## src/rtl/rv_plic_target_pkg.sv

```systemverilog
// rv_plic_target_pkg
// Shared types and helpers for the per-target PLIC arbiter.
//   node_t       : one max-tree node (valid, id, prio), sized for up to
//                  2^NodeIdW sources and 2^NodePrioW priority levels.
//   prio_width   : bits needed to hold 0..MAX_PRIO.
//   src_width    : bits needed to hold a source ID.
//   depth_width  : bits needed to hold a stack occupancy 0..NEST_DEPTH.
//   tree_stages  : number of register stages P inside the max-tree.
//   node_max     : one tree node; higher prio wins, ties go to the lower ID.
package rv_plic_target_pkg;

  localparam int NodeIdW   = 16;
  localparam int NodePrioW = 8;

  typedef struct packed {
    logic                 valid;
    logic [NodeIdW-1:0]   id;
    logic [NodePrioW-1:0] prio;
  } node_t;

  function automatic int prio_width(input int max_prio);
    return (max_prio < 1) ? 1 : $clog2(max_prio + 1);
  endfunction

  function automatic int src_width(input int n_source);
    return $clog2(n_source);
  endfunction

  function automatic int depth_width(input int depth);
    return $clog2(depth + 1);
  endfunction

  function automatic int tree_stages(input int n_source, input int pipe_every);
    int levels;
    levels = $clog2(n_source);
    return (pipe_every == 0) ? 0 : (levels - 1) / pipe_every;
  endfunction

  // 'lo' is always the child covering the lower IDs, so keeping it on a
  // tie implements the lower-ID-wins rule.
  function automatic node_t node_max(input node_t lo, input node_t hi);
    node_t res;
    res = '0;
    if (lo.valid && hi.valid) begin
      res = (hi.prio > lo.prio) ? hi : lo;
    end else if (lo.valid) begin
      res = lo;
    end else if (hi.valid) begin
      res = hi;
    end
    return res;
  endfunction

endpackage

```

## src/rtl/rv_plic_prio_tree.sv

```systemverilog
// rv_plic_prio_tree
// Binary max-tree over the qualified leaves. A register stage follows every
// PIPE_EVERY-th merge level below the root (the root itself is never
// registered here; the top level registers the final result).
// Ports:
//   clk_i, rst_ni : clock, asynchronous active-low reset
//   leaf_valid_i  : per-source qualified pending bit (bit 0 ignored)
//   leaf_prio_i   : per-source priority, packed PRIO_W bits per source
//   root_o        : winning node
module rv_plic_prio_tree
  import rv_plic_target_pkg::*;
#(
  parameter int N_SOURCE   = 32,
  parameter int PRIO_W     = 3,
  parameter int PIPE_EVERY = 2
) (
  input  logic                       clk_i,
  input  logic                       rst_ni,
  input  logic [N_SOURCE-1:0]        leaf_valid_i,
  input  logic [N_SOURCE*PRIO_W-1:0] leaf_prio_i,
  output node_t                      root_o
);

  localparam int Levels  = $clog2(N_SOURCE);
  localparam int NPad    = 1 << Levels;
  localparam int PipeDiv = (PIPE_EVERY > 0) ? PIPE_EVERY : 1;

  // ID 0 is reserved, so leaf 0 never competes.
  logic unused_leaf0;
  assign unused_leaf0 = ^{leaf_valid_i[0], leaf_prio_i[PRIO_W-1:0]};

  for (genvar gi = 0; gi <= Levels; gi++) begin : g_lvl
    localparam int Width = NPad >> gi;
    node_t nodes [Width];

    if (gi == 0) begin : g_leaf
      for (genvar gj = 0; gj < Width; gj++) begin : g_n
        if (gj == 0 || gj >= N_SOURCE) begin : g_pad
          assign nodes[gj] = '0;
        end else begin : g_src
          node_t leaf;
          always_comb begin
            leaf = '0;
            if (leaf_valid_i[gj]) begin
              leaf.valid = 1'b1;
              leaf.id    = NodeIdW'(gj);
              leaf.prio  = NodePrioW'(leaf_prio_i[gj*PRIO_W +: PRIO_W]);
            end
          end
          assign nodes[gj] = leaf;
        end
      end
    end else begin : g_merge
      for (genvar gj = 0; gj < Width; gj++) begin : g_n
        node_t node_d;
        assign node_d = node_max(g_lvl[gi-1].nodes[2*gj], g_lvl[gi-1].nodes[2*gj+1]);

        if (PIPE_EVERY > 0 && gi < Levels && (gi % PipeDiv) == 0) begin : g_reg
          node_t node_q;
          always_ff @(posedge clk_i or negedge rst_ni) begin
            if (!rst_ni) begin
              node_q <= '0;
            end else begin
              node_q <= node_d;
            end
          end
          assign nodes[gj] = node_q;
        end else begin : g_comb
          assign nodes[gj] = node_d;
        end
      end
    end
  end

  assign root_o = g_lvl[Levels].nodes[0];

endmodule

```

## src/rtl/rv_plic_target_cc.sv

```systemverilog
// rv_plic_target_cc
// Per-target PLIC arbiter: max-tree selection, threshold compare against the
// target threshold (raised by the in-service priority when nesting), and
// claim/complete tracking through an in-service stack.
// Optional feature macro: RV_PLIC_TARGET_NEST_EN (priority-based nesting).
//   Undefined: a single in-service slot, no interrupt while busy.
// Ports:
//   clk_i, rst_ni           : clock, asynchronous active-low reset
//   ip_i, ie_i, prio_i      : pending, enable and priority per source
//   threshold_i             : target threshold
//   claim_i                 : claim strobe, answered on claim_id_o same cycle
//   complete_i/complete_id_i: complete strobe and the ID being completed
//   irq_o, irq_id_o         : registered request and winning ID
//   busy_o, depth_o         : stack non-empty, stack occupancy
//   cpl_err_o               : one-cycle pulse after a rejected complete
module rv_plic_target_cc
  import rv_plic_target_pkg::*;
#(
  parameter int N_SOURCE    = 32,
  parameter int MAX_PRIO    = 7,
  parameter int PIPE_EVERY  = 2,
  parameter int NEST_DEPTH  = 4,
  localparam int PrioWidth  = prio_width(MAX_PRIO),
  localparam int SrcWidth   = src_width(N_SOURCE),
  localparam int DepthWidth = depth_width(NEST_DEPTH)
) (
  input  logic                          clk_i,
  input  logic                          rst_ni,
  input  logic [N_SOURCE-1:0]           ip_i,
  input  logic [N_SOURCE-1:0]           ie_i,
  input  logic [N_SOURCE*PrioWidth-1:0] prio_i,
  input  logic [PrioWidth-1:0]          threshold_i,
  input  logic                          claim_i,
  input  logic                          complete_i,
  input  logic [SrcWidth-1:0]           complete_id_i,
  output logic                          irq_o,
  output logic [SrcWidth-1:0]           irq_id_o,
  output logic [SrcWidth-1:0]           claim_id_o,
  output logic                          busy_o,
  output logic [DepthWidth-1:0]         depth_o,
  output logic                          cpl_err_o
);

`ifdef RV_PLIC_TARGET_NEST_EN
  localparam int StackDepth = NEST_DEPTH;
`else
  localparam int StackDepth = 1;
`endif

  logic                  irq_q, irq_d;
  logic [SrcWidth-1:0]   irq_id_q, irq_id_d;
  logic                  cpl_err_q, cpl_err_d;
  logic [DepthWidth-1:0] depth_q, depth_d;
  logic [N_SOURCE-1:0]   inserv_q, inserv_d;
  logic [SrcWidth-1:0]   stack_id_q [StackDepth];
  logic [SrcWidth-1:0]   stack_id_d [StackDepth];

`ifdef RV_PLIC_TARGET_NEST_EN
  logic [PrioWidth-1:0]  stack_prio_q [StackDepth];
  logic [PrioWidth-1:0]  stack_prio_d [StackDepth];
  logic [PrioWidth-1:0]  prio_arr [N_SOURCE];
  logic [PrioWidth-1:0]  top_prio_d;

  for (genvar gi = 0; gi < N_SOURCE; gi++) begin : g_prio
    assign prio_arr[gi] = prio_i[gi*PrioWidth +: PrioWidth];
  end
`endif

  logic [N_SOURCE-1:0]   leaf_valid;
  node_t                 root;
  logic [SrcWidth-1:0]   root_id;
  logic                  root_ok;
  logic [SrcWidth-1:0]   top_id;
  logic                  busy;
  logic                  claim_ok;
  logic                  cpl_ok;
  logic                  push;
  logic [DepthWidth-1:0] depth_pop;
  logic [PrioWidth-1:0]  eff_thr;
  logic                  full_d;

  assign leaf_valid = ip_i & ie_i & ~inserv_q;

  rv_plic_prio_tree #(
    .N_SOURCE   (N_SOURCE),
    .PRIO_W     (PrioWidth),
    .PIPE_EVERY (PIPE_EVERY)
  ) u_tree (
    .clk_i        (clk_i),
    .rst_ni       (rst_ni),
    .leaf_valid_i (leaf_valid),
    .leaf_prio_i  (prio_i),
    .root_o       (root)
  );

  always_comb begin
    top_id = '0;
    for (int i = 0; i < StackDepth; i++) begin
      if (depth_q == DepthWidth'(i + 1)) top_id = stack_id_q[i];
    end

    busy     = (depth_q != '0);
    claim_ok = claim_i & irq_q;
    // The top of a non-empty stack is never ID 0, so a complete of ID 0
    // always falls into the error branch.
    cpl_ok    = complete_i & busy & (complete_id_i == top_id);
    cpl_err_d = complete_i & ~cpl_ok;

    // Complete is applied first; a same-cycle claim lands on the popped stack.
    depth_pop = depth_q - DepthWidth'(cpl_ok);
    push      = claim_ok & (depth_pop < DepthWidth'(StackDepth));
    depth_d   = depth_pop + DepthWidth'(push);

    stack_id_d = stack_id_q;
    for (int i = 0; i < StackDepth; i++) begin
      if (push && depth_pop == DepthWidth'(i)) stack_id_d[i] = irq_id_q;
    end

    inserv_d = inserv_q;
    if (cpl_ok) inserv_d[complete_id_i] = 1'b0;
    if (push)   inserv_d[irq_id_q]      = 1'b1;

`ifdef RV_PLIC_TARGET_NEST_EN
    stack_prio_d = stack_prio_q;
    for (int i = 0; i < StackDepth; i++) begin
      if (push && depth_pop == DepthWidth'(i)) stack_prio_d[i] = prio_arr[irq_id_q];
    end
    top_prio_d = '0;
    for (int i = 0; i < StackDepth; i++) begin
      if (depth_d == DepthWidth'(i + 1)) top_prio_d = stack_prio_d[i];
    end
    eff_thr = (top_prio_d > threshold_i) ? top_prio_d : threshold_i;
`else
    eff_thr = threshold_i;
`endif

    full_d = (depth_d == DepthWidth'(StackDepth));

    // Root compare uses the post-update stack and mask, so a just-claimed ID
    // (possibly still in flight inside the tree) cannot re-raise irq.
    root_ok  = root.valid & (root.id < NodeIdW'(N_SOURCE));
    root_id  = root.id[SrcWidth-1:0];
    irq_d    = root_ok & (root.prio > NodePrioW'(eff_thr)) & ~inserv_d[root_id] & ~full_d;
    irq_id_d = root_ok ? root_id : '0;
  end

  always_ff @(posedge clk_i or negedge rst_ni) begin
    if (!rst_ni) begin
      irq_q     <= 1'b0;
      irq_id_q  <= '0;
      cpl_err_q <= 1'b0;
      depth_q   <= '0;
      inserv_q  <= '0;
      for (int i = 0; i < StackDepth; i++) begin
        stack_id_q[i] <= '0;
`ifdef RV_PLIC_TARGET_NEST_EN
        stack_prio_q[i] <= '0;
`endif
      end
    end else begin
      irq_q      <= irq_d;
      irq_id_q   <= irq_id_d;
      cpl_err_q  <= cpl_err_d;
      depth_q    <= depth_d;
      inserv_q   <= inserv_d;
      stack_id_q <= stack_id_d;
`ifdef RV_PLIC_TARGET_NEST_EN
      stack_prio_q <= stack_prio_d;
`endif
    end
  end

  assign irq_o      = irq_q;
  assign irq_id_o   = irq_id_q;
  assign claim_id_o = claim_ok ? irq_id_q : '0;
  assign busy_o     = busy;
  assign depth_o    = depth_q;
  assign cpl_err_o  = cpl_err_q;

endmodule

```

## config.mk

```make
export PLATFORM = sky130hd
export DESIGN_NAME = rv_plic_target_cc
export DESIGN_NICKNAME = d
export VERILOG_FILES = /design/src/rtl/rv_plic_target_pkg.sv /design/src/rtl/rv_plic_prio_tree.sv /design/src/rtl/rv_plic_target_cc.sv
export SDC_FILE = /design/constraint.sdc
export NUM_CORES = 1
export LEC_CHECK = 0
export ABC_AREA = 1
export CAP_MARGIN = 20
export CORE_ASPECT_RATIO = 1.75
export CORE_MARGIN = 3
export CORE_UTILIZATION = 54
export DETAILED_ROUTE_END_ITERATION = 12
export GPL_TIMING_DRIVEN = 0
export HOLD_SLACK_MARGIN = 0.1
export PLACE_DENSITY = 0.87
export REMOVE_ABC_BUFFERS = 1
export SETUP_SLACK_MARGIN = 0.15
export SYNTH_ARGS = -nofsm -noshare
export SYNTH_HDL_FRONTEND = slang
export SYNTH_SLANG_ARGS = --single-unit
```

## constraint.sdc

```tcl
create_clock -name clk_i -period 3.6 [get_ports clk_i]
set_input_delay 0.36 -clock clk_i [delete_from_list [all_inputs] [get_ports clk_i]]
set_output_delay 0.36 -clock clk_i [all_outputs]
set_load 0.02 [all_outputs]
```

==> report_table.html, run 1 <==
<table>
<tr><th>Metric</th><th>Value</th></tr>
<tr><th colspan="2">Outcome</th></tr>
<tr><td>Status</td><td>completed</td></tr>
<tr><th colspan="2">Final layout</th></tr>
<tr><td>Count of non-filler cells in the finished layout</td><td>1,961</td></tr>
<tr><td>Syn-to-layout area delta</td><td>35.38%</td></tr>
<tr><td>Most frequent standard cell in the layout excluding fill and tap cells</td><td>nand2_1</td></tr>
<tr><td>Layout Utilization</td><td>0.7478</td></tr>
<tr><td>Commonest non-fill, non-tap cells in the layout</td><td>338 x nand2_1, 243 x inv_1, 172 x clkdlybuf4s50_1, 165 x nor2_1, 111 x ha_1</td></tr>
<tr><td>Summed area of non-filler cells in the final layout</td><td>13,500 um^2</td></tr>
<tr><td>Fraction of layout cells with a size suffix above 1</td><td>0.1321</td></tr>
<tr><td>Net count of the finished layout</td><td>2,012</td></tr>
<tr><th colspan="2">Die</th></tr>
<tr><td>Number of top-level pins</td><td>188</td></tr>
<tr><td>Initial cell density of the core</td><td>0.5524</td></tr>
<tr><td>Placement row count</td><td>65</td></tr>
<tr><td>Die width</td><td>108.7 um</td></tr>
<tr><td>Core footprint</td><td>18,050 um^2</td></tr>
<tr><td>Die ar.</td><td>20,200 um^2</td></tr>
<tr><td>Height of the die</td><td>185.8 um</td></tr>
<tr><th colspan="2">Clocking</th></tr>
<tr><td>Root cell of the clock tree</td><td>clkbuf_16</td></tr>
<tr><td>H-Tree Level Count</td><td>3</td></tr>
<tr><td>TritonCTS clock tree</td><td>done</td></tr>
<tr><td>Inserted Clock Buffers</td><td>9</td></tr>
<tr><td>Clock-pin slew of the registers on the worst-case setup and hold paths</td><td>0.07 ns</td></tr>
<tr><td>Maximum count of clock buffers along a single path</td><td>2</td></tr>
<tr><td>Clock latency on the worst-skew pair</td><td>0.36 ns</td></tr>
<tr><td>Sink count of the clock tree</td><td>111</td></tr>
<tr><th colspan="2">Min path</th></tr>
<tr><td>Startpoint of the worst hold path</td><td>inserv_q[0]</td></tr>
<tr><td>Depth of the worst hold-timing path</td><td>2</td></tr>
<tr><td>Worst min path class</td><td>reg2reg</td></tr>
<tr><th colspan="2">Placed design</th></tr>
<tr><td>Sum of net half-perimeters after detailed placement</td><td>23.89 mm</td></tr>
<tr><td># placed instances</td><td>1,875</td></tr>
<tr><td>Worst setup slack before clock tree synthesis</td><td>-2.056 ns</td></tr>
<tr><td>Placed cell areas</td><td>11,980 um^2</td></tr>
<tr><td>Number of port buffers</td><td>182</td></tr>
<tr><td>Last weighted congestion value of the routability-driven placer</td><td>0.9459</td></tr>
<tr><th colspan="2">Timing</th></tr>
<tr><td>Number of endpoints with negative hold slack in the final report</td><td>0</td></tr>
<tr><td>Post-route clock period utilization</td><td>0.9811</td></tr>
<tr><td>Setup-violating endpoint count in the final report</td><td>0</td></tr>
<tr><td>Setup slack of the critical path after layout</td><td>0.06813 ns</td></tr>
<tr><td>Final min period</td><td>3.532 ns</td></tr>
<tr><td>Unrepaired setup endpoints after global routing</td><td>true</td></tr>
<tr><td>Actual slew at the worst max-slew pin</td><td>0.8641 ns</td></tr>
<tr><td>Rel. slew slack</td><td>0.4233</td></tr>
<tr><td>Total count of max-transition violations in the final report</td><td>0</td></tr>
<tr><td>Setup clock skew after layout</td><td>0.01140 ns</td></tr>
<tr><td>FMAX</td><td>0.2831 GHz</td></tr>
<tr><th colspan="2">Setup path</th></tr>
<tr><td>Biggest fanout along the worst timing path</td><td>5</td></tr>
<tr><td>Setup Crit Path Kind</td><td>reg2reg</td></tr>
<tr><td>Number of cell instances on the worst register-to-register path</td><td>21</td></tr>
<tr><td>Worst setup startpoint</td><td>inserv_q[17]</td></tr>
<tr><td>Data arrival at the endpoint of the critical path</td><td>3.81 ns</td></tr>
<tr><td>Launching point of the worst reg2reg path</td><td>inserv_q[17]</td></tr>
<tr><td>Worst path required time</td><td>3.88 ns</td></tr>
<tr><td>Startpoint kind of the worst setup timing path</td><td>flip-flop</td></tr>
<tr><td>Setup crit end kind</td><td>flip-flop</td></tr>
<tr><th colspan="2">Synthesis</th></tr>
<tr><td>Multiplexer share of the synthesized area</td><td>0</td></tr>
<tr><td>Fraction of synthesis flops using an asynchronous set or reset pin</td><td>1.000</td></tr>
<tr><td>XOR/XNOR share of the synthesized area</td><td>0.001756</td></tr>
<tr><td>Number of distinct library cells after synthesis</td><td>45</td></tr>
<tr><td>Share of synthesized cell area in full adder, half adder and majority cells</td><td>0.1493</td></tr>
<tr><td>Post-synthesis compound-gate area fraction</td><td>0.1638</td></tr>
<tr><td>Mapped Cells</td><td>1,475</td></tr>
<tr><td>Sequential-to-total area share from yosys stat</td><td>0.2785</td></tr>
<tr><td>Post-synthesis instance area</td><td>9973 um^2</td></tr>
<tr><td>Number of synthesized flops with an enable pin</td><td>0</td></tr>
<tr><td>Number of warnings issued by yosys</td><td>0</td></tr>
<tr><td>Syn Area/Cell</td><td>6.762 um^2</td></tr>
<tr><td>Largest family of logic cells by synthesized area</td><td>simple AND/OR/NAND/NOR gates</td></tr>
<tr><td>Most used DFF post-synth</td><td>dfrtp_1</td></tr>
<tr><td>Simple-gate area share of the yosys netlist</td><td>0.2951</td></tr>
<tr><td>Number of register bits inferred by synthesis</td><td>111</td></tr>
<tr><th colspan="2">Power</th></tr>
<tr><td>Power density relative to cell area</td><td>434.8 nW/um^2</td></tr>
<tr><td>Largest vdd supply drop</td><td>0.3534 mV</td></tr>
<tr><td>Final Total Pwr</td><td>5.871 mW</td></tr>
<tr><td>Leak</td><td>6.753 nW</td></tr>
<tr><th colspan="2">Drt</th></tr>
<tr><td>DRC errors left</td><td>0</td></tr>
<tr><td>Total length of routed wires</td><td>33.33 mm</td></tr>
<tr><td>Post-detailed-route count of antenna-violating nets</td><td>0</td></tr>
<tr><td>Average routed wire per standard cell</td><td>17.00 um</td></tr>
<tr><td>Number of detailed-route iterations in the first pass</td><td>6</td></tr>
<tr><td>Routed via count divided by cell count</td><td>5.792</td></tr>
<tr><td>Number of violations reported at the end of detailed-routing iteration 0</td><td>758</td></tr>
<tr><td>Routed via count</td><td>11,359</td></tr>
<tr><th colspan="2">Global routing</th></tr>
<tr><td>Wire length of the first global-routing pass</td><td>48.29 mm</td></tr>
<tr><td>Maximum number of pins on one net before global-route repair</td><td>60</td></tr>
<tr><td>Number of antenna violations at the first check in global routing</td><td>1</td></tr>
<tr><td>Via count of the first global-routing pass</td><td>10,586</td></tr>
<tr><td>Gr ovfl total</td><td>0</td></tr>
<tr><td>Overall global routing resource usage</td><td>0.3008</td></tr>
<tr><th colspan="2">Flow run</th></tr>
<tr><td>Max-Cap Viols</td><td>0</td></tr>
</table>
-- final cells by class --
class	count	area (um^2)
multi-input combinational	1088	6729
fill	1342	4553
sequential	111	2780
timing repair buffer	248	2406
inverter	261	988.4
tap	234	292.8
clock buffer	11	242.7
clock inverter	5	45.04
timing repair inverter	2	15.01
antenna	1	2.502
-- critical path: stages (launching register included) --
cell	delay, ns
dfrtp_1	0.44
nor2_4	0.23
inv_2	0.11
nor2_4	0.14
ha_4	0.14
inv_1	0.04
nor2_1	0.12
o21ai_1	0.10
a32oi_1	0.28
nor2_1	0.14
o32ai_1	0.30
inv_1	0.15
ha_4	0.29
nand2_1	0.05
nor2_2	0.12
a211oi_2	0.04
a31oi_1	0.22
nor2_1	0.10
nor2_2	0.18
buf_4	0.13
nand2_1	0.04
o21ai_1	0.09
-- synth_stat cells (3+ instances only) --
cell	count	area [um^2]
a2bb2oi_1	4	35.03
a211oi_1	8	60.06
a22oi_1	3	22.52
nor3b_1	5	37.54
o21bai_1	10	75.07
a221oi_1	8	70.07
o21a_1	10	75.07
nand3b_1	4	30.03
nor3_1	14	70.07
clkbuf_1	5	18.77
nand2_2	5	31.28
o21ai_0	73	365.4
a21oi_1	30	150.1
nand3_1	99	495.5
buf_2	3	15.01
nand4_1	10	62.56
nor2_1	201	754.5
dfrtp_1	111	2778
a32o_1	7	70.07
o211ai_1	6	45.04
o21ai_1	3	15.01
ha_1	119	1489
buf_6	4	45.04
o32ai_1	4	35.03
a32oi_1	16	140.1
a31oi_1	14	87.58
nand2_1	356	1336
o22ai_1	54	337.8
nand3_2	7	70.07
inv_1	260	975.9
nor2_2	4	25.02
-- power breakdown --
part	total, mW	internal (mW)	switching (mW)
sequential	1.68	1.45	0.234
clock	1.00	0.503	0.498
combinational	3.19	1.20	1.99
-- path summary, 6_finish.rpt --
path | end | slack, ns
max in group asynchronous | u_tree.g_lvl[2].g_merge.g_n[4].g_reg.node_q[2] | 2.27
setup / recovery | u_tree.g_lvl[2].g_merge.g_n[4].g_reg.node_q[2] | 0.07
setup reg to reg | u_tree.g_lvl[2].g_merge.g_n[4].g_reg.node_q[2] | 0.07
hold / removal | inserv_q[0] | 0.52
min in group asynchronous | u_tree.g_lvl[2].g_merge.g_n[0].g_reg.node_q[0] | 0.61
hold reg to reg | inserv_q[0] | 0.52
-- cell families (layout without fill, tap and decap cells) --
kind of cell / Yosys count / in the layout
simple gates: 709 / 711
buf+inv: 278 / 527
compound gates: 256 / 256
fa+ha+maj: 119 / 119
flops: 111 / 111
xor+xnor: 2 / 2
other cells: 0 / 1
-- routing by layer --
metal | part of all wire | GRT usage | vias up | wire length (um)
met5 | 0 | 0 | - | 0
met4 | 0.067 | 0.1876 | 0 | 2241
met3 | 0.062 | 0.04373 | 162 | 2067
met2 | 0.53 | 0.5494 | 520 | 17600
met1 | 0.34 | 0.3184 | 5306 | 11420
li1 | - | - | 5371 | -
-- registers in the layout, summed over array words and instances, names as in the netlist --
register and flops:
irq_id_o 5, depth_o 3, irq_o 1, stack_id_q 5, cpl_err_o 1, u_tree.g_lvl.g_merge.g_n.g_reg.node_q 64
inserv_q 32
-- stage by stage --
| stage | hold WS (ns) | setup TNS, ns |
|---|---|---|
| 2_1_floorplan | 0.06441 | -0.2752 |
| 3_3_place_gp | 0.4903 | -240.41 |
| 5_1_grt | 0.5626 | -0.2765 |
| 3_5_place_dp | 0.4681 | -41.37 |
| 6_report | 0.5155 | 0 |
| 4_1_cts | 0.5125 | 0 |
-- repair_timing --
| item | CTS | global route |
|---|---|---|
| gates resized for setup | 21 | 153 |
| hold buffers | 1 | 0 |
| cloned | 2 | 3 |
| setup buffers | 6 | 57 |
| pin swaps | 2 | 71 |
| hold endpoints to repair | 10 | 0 |
| endpoints found under the setup margin | 46 | 47 |
(Power assumes the default switching activity.)
==> run 2: changes to the inputs <==
- REMOVE_ABC_BUFFERS: 1 -> not set
==> run 2 against run 1 <==
Clock-buffer cell count is 2 lower. Clock skew is 0.0015 ns lower. Design area is 0.67% lower. Sequential share of layout area is 0.13 points higher. Flip-flop and latch count stayed put. Die area stayed put. Critical endpoint is now u_tree.g_lvl[2].g_merge.g_n[3].g_reg.node_q[0]. Largest cell class unchanged. Critical path depth stayed put. Sequential power is 2% lower. Final cell count is 0.46% lower.
==> report_table.html, run 2 (synthesis results as in run 1) <==
<table>
<tr><th>Metric</th><th>Value</th></tr>
<tr><th colspan="2">Outcome</th></tr>
<tr><td>Status</td><td>completed</td></tr>
<tr><th colspan="2">Final layout</th></tr>
<tr><td>Ant diodes</td><td>0 (-1)</td></tr>
<tr><td>Most frequent standard cell in the layout excluding fill and tap cells</td><td>nand2_1</td></tr>
<tr><td>Register area</td><td>2779 um^2 (about the same)</td></tr>
<tr><td>Biggest registers after layout</td><td>u_tree.g_lvl.g_merge.g_n.g_reg.node_q x64, inserv_q x32</td></tr>
<tr><td>Count of non-filler cells in the finished layout</td><td>1,952 (-0.46%)</td></tr>
<tr><td>Flip-flop count of the largest register, all copies and words added</td><td>64 (unchanged)</td></tr>
<tr><td>Most flops, register</td><td>u_tree.g_lvl.g_merge.g_n.g_reg.node_q</td></tr>
<tr><td>Multi-input logic area</td><td>6724 um^2 (about the same)</td></tr>
<tr><td>Net count of the finished layout</td><td>2,004 (-0.40%)</td></tr>
<tr><td>Fraction of layout cells with a size suffix above 1</td><td>0.1246 (-0.007534)</td></tr>
<tr><td>Commonest non-fill, non-tap cells in the layout</td><td>341 x nand2_1, 239 x inv_1, 178 x clkdlybuf4s50_1, 165 x nor2_1</td></tr>
<tr><td>Final-layout fill cell count</td><td>1,374 (+2.4%)</td></tr>
<tr><td>Syn-to-layout area delta</td><td>34.47%</td></tr>
<tr><td>Layout Utilization</td><td>0.7428 (-0.004990)</td></tr>
<tr><th colspan="2">Setup path</th></tr>
<tr><td>Critical Path Stages</td><td>21 (unchanged)</td></tr>
<tr><td>Launching point of the worst reg2reg path</td><td>depth_o[1]</td></tr>
<tr><td>Critical R2R Capture</td><td>irq_o</td></tr>
<tr><td>CP max stage cell</td><td>clkdlybuf4s50_1</td></tr>
<tr><td>Startpoint kind of the worst setup timing path</td><td>input port</td></tr>
<tr><td>CP cell instances</td><td>clkdlybuf4s50_1 &gt; nand2_2 &gt; nor2_4 &gt; buf_6 &gt; nand2_1 &gt; ha_1 &gt; inv_2 &gt; o21ai_0 &gt; a32oi_1 &gt; nor2_1 &gt; o32ai_2 &gt; inv_2 &gt; ha_4 &gt; nand2_1 &gt; nor2_2 &gt; a211oi_2 &gt; a31oi_1 &gt; nor2_1 &gt; nor2_2 &gt; inv_2 &gt; o22ai_2</td></tr>
<tr><td>Worst path required time</td><td>3.87 ns (about the same)</td></tr>
<tr><td>Number of cell instances on the worst register-to-register path</td><td>28 (+33%)</td></tr>
<tr><td>Most frequent cell on the critical path</td><td>inv_2</td></tr>
<tr><td>Biggest fanout along the worst timing path</td><td>4 (-1)</td></tr>
<tr><td>Cell family with the largest share of critical-path delay</td><td>compound AO/OA/AOI/OAI gates</td></tr>
<tr><td>Setup Crit Path Kind</td><td>in2reg</td></tr>
<tr><td>Critical Path Sink</td><td>u_tree.g_lvl[2].g_merge.g_n[3].g_reg.node_q[0]</td></tr>
<tr><td>Largest incremental delay on the critical path</td><td>0.48 ns (+0.04 ns)</td></tr>
<tr><td>Register-to-register path setup slack</td><td>0.24 ns (+0.17 ns)</td></tr>
<tr><td>Setup crit end kind</td><td>flip-flop</td></tr>
<tr><td>Buf/Inv on CP</td><td>5 (+1)</td></tr>
<tr><td>Data arrival at the endpoint of the critical path</td><td>3.69 ns (-0.12 ns)</td></tr>
<tr><td>Worst setup startpoint</td><td>ip_i[13]</td></tr>
<tr><th colspan="2">Drt</th></tr>
<tr><td>Number of detailed-route iterations in the first pass</td><td>5 (-1)</td></tr>
<tr><td>DRC errors left</td><td>0 (unchanged)</td></tr>
<tr><td>Total length of routed wires</td><td>30.33 mm (-9.0%)</td></tr>
<tr><td>Average routed wire per standard cell</td><td>15.54 um (-8.6%)</td></tr>
<tr><td>Routed via count divided by cell count</td><td>5.650 (-2.5%)</td></tr>
<tr><td>Post-detailed-route count of antenna-violating nets</td><td>0 (unchanged)</td></tr>
<tr><td>Routed via count</td><td>11,028 (-2.9%)</td></tr>
<tr><td>Number of violations reported at the end of detailed-routing iteration 0</td><td>705 (-7.0%)</td></tr>
<tr><th colspan="2">Die</th></tr>
<tr><td>Initial cell density of the core</td><td>0.5524 (unchanged)</td></tr>
<tr><td>Placement row count</td><td>65 (unchanged)</td></tr>
<tr><td>Die ar.</td><td>20,200 um^2 (unchanged)</td></tr>
<tr><td>Die width</td><td>108.7 um (unchanged)</td></tr>
<tr><td>Core footprint</td><td>18,050 um^2 (unchanged)</td></tr>
<tr><td>Height of the die</td><td>185.8 um (unchanged)</td></tr>
<tr><td>Number of top-level pins</td><td>188 (unchanged)</td></tr>
<tr><th colspan="2">Global routing</th></tr>
<tr><td>Maximum number of pins on one net before global-route repair</td><td>57 (-5.0%)</td></tr>
<tr><td>Wire length of the first global-routing pass</td><td>45.84 mm (-5.1%)</td></tr>
<tr><td>Overall global routing resource usage</td><td>0.2821 (-0.01869)</td></tr>
<tr><td>Number of antenna violations at the first check in global routing</td><td>0 (-1)</td></tr>
<tr><td>Via count of the first global-routing pass</td><td>10,538 (-0.45%)</td></tr>
<tr><td>Gr ovfl total</td><td>0 (unchanged)</td></tr>
<tr><th colspan="2">Power</th></tr>
<tr><td>Power density relative to cell area</td><td>425.6 nW/um^2 (-2.1%)</td></tr>
<tr><td>Largest vdd supply drop</td><td>0.3393 mV (-4.0%)</td></tr>
<tr><td>Leak</td><td>6.690 nW (-0.93%)</td></tr>
<tr><th colspan="2">Placed design</th></tr>
<tr><td>Sum of net half-perimeters after detailed placement</td><td>23.18 mm (-3.0%)</td></tr>
<tr><td>Number of port buffers</td><td>182 (unchanged)</td></tr>
<tr><td># placed instances</td><td>1,892 (+0.91%)</td></tr>
<tr><td>Last weighted congestion value of the routability-driven placer</td><td>1.013 (+7.1%)</td></tr>
<tr><th colspan="2">Clocking</th></tr>
<tr><td>H-Tree Level Count</td><td>3 (unchanged)</td></tr>
<tr><td>Sink count of the clock tree</td><td>111 (unchanged)</td></tr>
<tr><td>Root cell of the clock tree</td><td>clkbuf_16</td></tr>
<tr><td>Clock latency on the worst-skew pair</td><td>0.35 ns (about the same)</td></tr>
<tr><td>Clock-pin slew of the registers on the worst-case setup and hold paths</td><td>0.07 ns (about the same)</td></tr>
<tr><td>Maximum count of clock buffers along a single path</td><td>2 (unchanged)</td></tr>
<tr><td>TritonCTS clock tree</td><td>done</td></tr>
<tr><td>Inserted Clock Buffers</td><td>9 (unchanged)</td></tr>
<tr><th colspan="2">Timing</th></tr>
<tr><td>Number of endpoints with negative hold slack in the final report</td><td>0 (unchanged)</td></tr>
<tr><td>Setup clock skew after layout</td><td>0.009916 ns (-0.001484 ns)</td></tr>
<tr><td>Post-route clock period utilization</td><td>0.9510 (-0.03005)</td></tr>
<tr><td>Final min period</td><td>3.424 ns (-0.1082 ns)</td></tr>
<tr><td>Hold_ws</td><td>0.5214 ns (+0.005863 ns)</td></tr>
<tr><td>Actual slew at the worst max-slew pin</td><td>0.7237 ns (-0.1404 ns)</td></tr>
<tr><td>Setup-violating endpoint count in the final report</td><td>0 (unchanged)</td></tr>
<tr><td>Rel. slew slack</td><td>0.5175 (+0.09421)</td></tr>
<tr><td>Total count of max-transition violations in the final report</td><td>0 (unchanged)</td></tr>
<tr><td>Unrepaired setup endpoints after global routing</td><td>true</td></tr>
<tr><td>FMAX</td><td>0.2921 GHz (+3.2%)</td></tr>
<tr><td>Fin Setup TNS</td><td>0 ns (unchanged)</td></tr>
<tr><th colspan="2">Min path</th></tr>
<tr><td>Worst min path class</td><td>reg2reg</td></tr>
<tr><th colspan="2">Flow run</th></tr>
<tr><td>Max-Cap Viols</td><td>0 (unchanged)</td></tr>
<tr><th colspan="2">Synthesis</th></tr>
<tr><td>Net count after synthesis</td><td>1,766</td></tr>
</table>
-- run 2: cell count changes in the layout (fill, tap and decap cells not counted), moves of 4 or more --
cell,delta
dlymetal6s2s_1,-6
clkdlybuf4s50_1,+6
buf_6,+9
inv_1,-4
buf_4,-21
inv_2,+7
nand2_2,-4
clkinvlp_4,-4
-- run 2: power by group --
part | internal (mW) | switching [mW]
logic | 1.21 | 1.92
clock network | 0.477 | 0.466
registers | 1.45 | 0.193
-- run 2: metal layers --
layer | part of all wire | track usage | vias up
met2 | 0.54 | 0.5336 | 404
met3 | 0.043 | 0.03749 | 152
met5 | 0 | 0 | -
met4 | 0.073 | 0.1946 | 0
li1 | - | - | 5356
met1 | 0.34 | 0.2763 | 5116
-- run 2: final cells by class --
cell class	instances	share of cell area
clock inverters	7	0.004012
inverters	261	0.07305
well taps	234	0.02183
multi-input cells	1086	0.5014
repair buffers	227	0.1645
plain buffers	17	0.01129
flip-flops and latches	111	0.2072
clock buffers	9	0.01679
-- run 2: repair_timing --
| action | CTS | global route |
|---|---|---|
| hold endpoints to repair | 55 | 0 |
| hold buffers | 1 | 0 |
| pin swaps | 2 | 68 |
| setup buffers | 6 | 36 |
| cloned | 1 | 0 |
| gates resized for setup | 21 | 161 |
| endpoints found under the setup margin | 7 | 41 |
-- run 2: how the worst min path moves through the flow --
stage / start / endpoint / slack, ns / cells past startpoint
floorplan: rst_ni / cpl_err_o / 0.06 / 0
global placement: inserv_q[2] / inserv_q[2] / 0.48 / 2
detailed placement: rst_ni / cpl_err_o / 0.45 / 1
CTS: inserv_q[2] / inserv_q[2] / 0.51 / 2
global route: inserv_q[1] / inserv_q[1] / 0.56 / 2
finish: inserv_q[1] / inserv_q[1] / 0.52 / 2
-- run 2: worst reg2reg max path, delay by kind of cell, from the launching register on --
family / cells / cell delay [ns]
adders and majority gates: 2 / 0.42
buffers and inverters: 8 / 0.84
DFF: 1 / 0.42
and+or+nand+nor: 18 / 1.55
-- run 2: per-stage QoR --
stage / power [mW] / worst slack, ns / cell area [um^2]
floorplan: 3.441 / 0.3768 / 9973
global placement: 4.317 / -1.792 / 12090
detailed placement: 4.377 / -0.7640 / 12110
CTS: 5.370 / 0.1084 / 12510
global route: 6.085 / -0.03547 / 13410
finish: 5.708 / 0.1763 / 13410
==> run 3: changes to the inputs <==
- ABC_CLOCK_PERIOD_IN_PS: not set -> 3600
- CORE_ASPECT_RATIO: 1.75 -> not set
==> run 3 against run 2 <==
Worst hold slack lost 0.43 ns. First-iteration DRC count grew 10%. Via count shrank 0.83%. Routed wire length shrank 5.6%. Final cell count shrank 0.41%. Non-clock buffer count shrank 3. Design area shrank 0.60%. Total power grew 2.7%. Global-route usage shrank 1.6 points. Clock skew grew 0.010 ns. Sequential share of layout area grew 0.12 points. Utilization shrank 0.32 points. Critical path type is now reg2reg. Largest cell class unchanged. Highest routed layer unchanged.
==> report_table.html, run 3 (synthesis results as in run 1) <==
<table>
<tr><th>Metric</th><th>Value</th></tr>
<tr><th colspan="2">Synthesis</th></tr>
<tr><td>Net count after synthesis</td><td>1,766 (unchanged)</td></tr>
<tr><th colspan="2">Clocking</th></tr>
<tr><td>Root cell of the clock tree</td><td>clkbuf_16</td></tr>
<tr><td>Inserted Clock Buffers</td><td>9 (unchanged)</td></tr>
<tr><td># hold bufs at CTS</td><td>0 (-1)</td></tr>
<tr><td>TritonCTS clock tree</td><td>done</td></tr>
<tr><td>Clock-pin slew of the registers on the worst-case setup and hold paths</td><td>0.08 ns (about the same)</td></tr>
<tr><td>Sink count of the clock tree</td><td>111 (unchanged)</td></tr>
<tr><td>H-Tree Level Count</td><td>3 (unchanged)</td></tr>
<tr><td>Maximum count of clock buffers along a single path</td><td>2 (unchanged)</td></tr>
<tr><td>Clock latency on the worst-skew pair</td><td>0.37 ns (+0.02 ns)</td></tr>
<tr><th colspan="2">Timing</th></tr>
<tr><td>Final min period</td><td>3.397 ns (-0.02706 ns)</td></tr>
<tr><td>Total count of max-transition violations in the final report</td><td>0 (unchanged)</td></tr>
<tr><td>Rel. slew slack</td><td>0.4576 (-0.05988)</td></tr>
<tr><td>Setup clock skew after layout</td><td>0.02037 ns (+0.01045 ns)</td></tr>
<tr><td>Hold_ws</td><td>0.09502 ns (-0.4264 ns)</td></tr>
<tr><td>Fin Setup TNS</td><td>0 ns (unchanged)</td></tr>
<tr><td>Post-route clock period utilization</td><td>0.9435 (-0.007517)</td></tr>
<tr><td>Number of endpoints with negative hold slack in the final report</td><td>0 (unchanged)</td></tr>
<tr><td>Setup-violating endpoint count in the final report</td><td>0 (unchanged)</td></tr>
<tr><td>FMAX</td><td>0.2944 GHz (+0.80%)</td></tr>
<tr><td>Unrepaired setup endpoints after global routing</td><td>true</td></tr>
<tr><td>Setup slack of the critical path after layout</td><td>0.2034 ns (+0.02706 ns)</td></tr>
<tr><td>Actual slew at the worst max-slew pin</td><td>0.8136 ns (+0.08983 ns)</td></tr>
<tr><th colspan="2">Power</th></tr>
<tr><td>Leak</td><td>6.691 nW (about the same)</td></tr>
<tr><td>Power density relative to cell area</td><td>439.7 nW/um^2 (+3.3%)</td></tr>
<tr><td>Largest vdd supply drop</td><td>0.3979 mV (+17%)</td></tr>
<tr><th colspan="2">Drt</th></tr>
<tr><td>Routed via count divided by cell count</td><td>5.626 (-0.43%)</td></tr>
<tr><td>Number of violations reported at the end of detailed-routing iteration 0</td><td>776 (+10%)</td></tr>
<tr><td>Number of detailed-route iterations in the first pass</td><td>7 (+2)</td></tr>
<tr><td>Routed via count</td><td>10,936 (-0.83%)</td></tr>
<tr><td>Total length of routed wires</td><td>28.64 mm (-5.6%)</td></tr>
<tr><td>DRC errors left</td><td>0 (unchanged)</td></tr>
<tr><td>Average routed wire per standard cell</td><td>14.73 um (-5.2%)</td></tr>
<tr><td>Post-detailed-route count of antenna-violating nets</td><td>0 (unchanged)</td></tr>
<tr><th colspan="2">Final layout</th></tr>
<tr><td>Ant diodes</td><td>0 (unchanged)</td></tr>
<tr><td>Most flops, register</td><td>u_tree.g_lvl.g_merge.g_n.g_reg.node_q</td></tr>
<tr><td>Syn-to-layout area delta</td><td>33.67%</td></tr>
<tr><td>Net count of the finished layout</td><td>2,001 (-0.15%)</td></tr>
<tr><td>Flip-flop count of the largest register, all copies and words added</td><td>64 (unchanged)</td></tr>
<tr><td>Biggest registers after layout</td><td>u_tree.g_lvl.g_merge.g_n.g_reg.node_q x64, inserv_q x32</td></tr>
<tr><td>Count of non-filler cells in the finished layout</td><td>1,944 (-0.41%)</td></tr>
<tr><td>Summed area of non-filler cells in the final layout</td><td>13,330 um^2 (-0.60%)</td></tr>
<tr><td>Commonest non-fill, non-tap cells in the layout</td><td>344 x nand2_1, 248 x inv_1, 176 x clkdlybuf4s50_1, 165 x nor2_1, 111 x ha_1</td></tr>
<tr><td>Fraction of layout cells with a size suffix above 1</td><td>0.1131 (-0.01144)</td></tr>
<tr><td>Most frequent standard cell in the layout excluding fill and tap cells</td><td>nand2_1</td></tr>
<tr><th colspan="2">Flow run</th></tr>
<tr><td>Max-Cap Viols</td><td>0 (unchanged)</td></tr>
<tr><th colspan="2">Setup path</th></tr>
<tr><td>Setup Crit Path Kind</td><td>reg2reg</td></tr>
<tr><td>Biggest fanout along the worst timing path</td><td>7 (+3)</td></tr>
<tr><td>Setup crit end kind</td><td>flip-flop</td></tr>
<tr><td>Worst path required time</td><td>3.87 ns (about the same)</td></tr>
<tr><td>Startpoint kind of the worst setup timing path</td><td>flip-flop</td></tr>
<tr><td>Data arrival at the endpoint of the critical path</td><td>3.66 ns (-0.03 ns)</td></tr>
<tr><th colspan="2">Global routing</th></tr>
<tr><td>Maximum number of pins on one net before global-route repair</td><td>65 (+14%)</td></tr>
<tr><td>Via count of the first global-routing pass</td><td>10,139 (-3.8%)</td></tr>
<tr><td>Wire length of the first global-routing pass</td><td>44.83 mm (-2.2%)</td></tr>
<tr><td>Gr ovfl total</td><td>0 (unchanged)</td></tr>
<tr><td>Overall global routing resource usage</td><td>0.2662 (-0.01594)</td></tr>
<tr><td>Number of antenna violations at the first check in global routing</td><td>0 (unchanged)</td></tr>
<tr><th colspan="2">Die</th></tr>
<tr><td>Height of the die</td><td>141.9 um (-24%)</td></tr>
<tr><td>Initial cell density of the core</td><td>0.5533 (+0.0009203)</td></tr>
<tr><td>Die ar.</td><td>20,140 um^2 (-0.32%)</td></tr>
<tr><td>Die width</td><td>141.9 um (+31%)</td></tr>
<tr><td>Number of top-level pins</td><td>188 (unchanged)</td></tr>
<tr><td>Core footprint</td><td>18,020 um^2 (-0.17%)</td></tr>
<tr><td>Placement row count</td><td>49 (-25%)</td></tr>
<tr><th colspan="2">Min path</th></tr>
<tr><td>Worst min path class</td><td>in2async</td></tr>
<tr><th colspan="2">Placed design</th></tr>
<tr><td>Sum of net half-perimeters after detailed placement</td><td>21.28 mm (-8.2%)</td></tr>
<tr><td>Worst setup slack before clock tree synthesis</td><td>-0.8427 ns (-0.07869 ns)</td></tr>
<tr><td>Last weighted congestion value of the routability-driven placer</td><td>0.9721 (-4.0%)</td></tr>
<tr><td>Number of port buffers</td><td>182 (unchanged)</td></tr>
<tr><td>Placed cell areas</td><td>12,110 um^2 (about the same)</td></tr>
<tr><td># placed instances</td><td>1,887 (-0.26%)</td></tr>
<tr><th colspan="2">Outcome</th></tr>
<tr><td>Status</td><td>completed</td></tr>
</table>
## run 3: changes by cell type in the layout (fill, tap and decap cells not counted), moves of 3 or more
cell and change:
inv_1 +9, buf_6 -6, o22ai_1 +6, inv_2 -12
nor2_2 +5, o22ai_2 -6, nand2_1 +3, buf_4 +3
nand3_2 +7, inv_4 +3, nand3_1 -8, nor2_4 -5
## run 3: power breakdown
| group | switching, mW | internal [mW] | leakage (nW) | total (mW) |
|---|---|---|---|---|
| clock | 0.467 | 0.636 | 0.158 | 1.10 |
| combinational | 1.91 | 1.21 | 5.12 | 3.13 |
| sequential | 0.184 | 1.45 | 1.41 | 1.63 |
| total | 2.56 | 3.30 | 6.69 | 5.86 |
## run 3: area by class of cell
| type | count | area (um^2) |
|---|---|---|
| Buffer | 17 | 151.4 |
| Clock buffer | 11 | 242.7 |
| Clock inverter | 5 | 87.58 |
| Fill cell | 1323 | 4693 |
| Inverter | 261 | 987.2 |
| Multi-Input combinational cell | 1086 | 6626 |
| Sequential cell | 111 | 2779 |
| Tap cell | 229 | 286.5 |
| Timing Repair Buffer | 224 | 2171 |
## run 3: metal layers
metal,track usage,vias up,share of wire
li1,-,5344,-
met1,0.3289,5068,0.40
met2,0.4715,456,0.51
met3,0.04449,68,0.070
met4,0.09091,0,0.024
met5,0,-,0
## run 3: metrics by stage
step	utilization	total power [mW]
after detailed placement	0.6717	4.334
after global routing	0.7396	6.230
after CTS	0.6943	5.489
after global placement	0.6703	4.277
final	0.7396	5.862
after floorplan	-	3.441
## run 3: final timing paths
kind,slack (ns),from,endpoint,cells after the start
min,0.1,rst_ni,u_tree.g_lvl[2].g_merge.g_n[3].g_reg.node_q[1],1
max in group asynchronous,2.80,rst_ni,depth_o[2],2
min reg2reg,0.53,stack_id_q[0],stack_id_q[0],2
max reg2reg,0.20,depth_o[1],irq_o,24
max,0.20,depth_o[1],irq_o,24
min in group clk_i,0.53,stack_id_q[0],stack_id_q[0],2
## run 3: timing repair
action	CTS	global route
setup endpoints to repair	7	41
buffers inserted	2	38
cloned	0	1
resized for setup	20	135
pin swaps	2	54
## run 3: critical path: stages (launching register included)
cell and delay (ns):
dfrtp_1 0.42, nor2_4 0.16, buf_6 0.14, nand3_2 0.05, nand2_1 0.06, nand2_1 0.07
nand2_2 0.09, nor2_4 0.05, nand2_4 0.11, buf_8 0.14, inv_4 0.04, ha_4 0.15
ha_4 0.25, inv_2 0.03, nor3_2 0.18, nand2_2 0.13, buf_6 0.15, nor3_4 0.34
nand2_2 0.11, nand3_2 0.08, nand3_2 0.08, nand3_2 0.14, nand3_2 0.09, a21oi_2 0.14
nor2_2 0.06
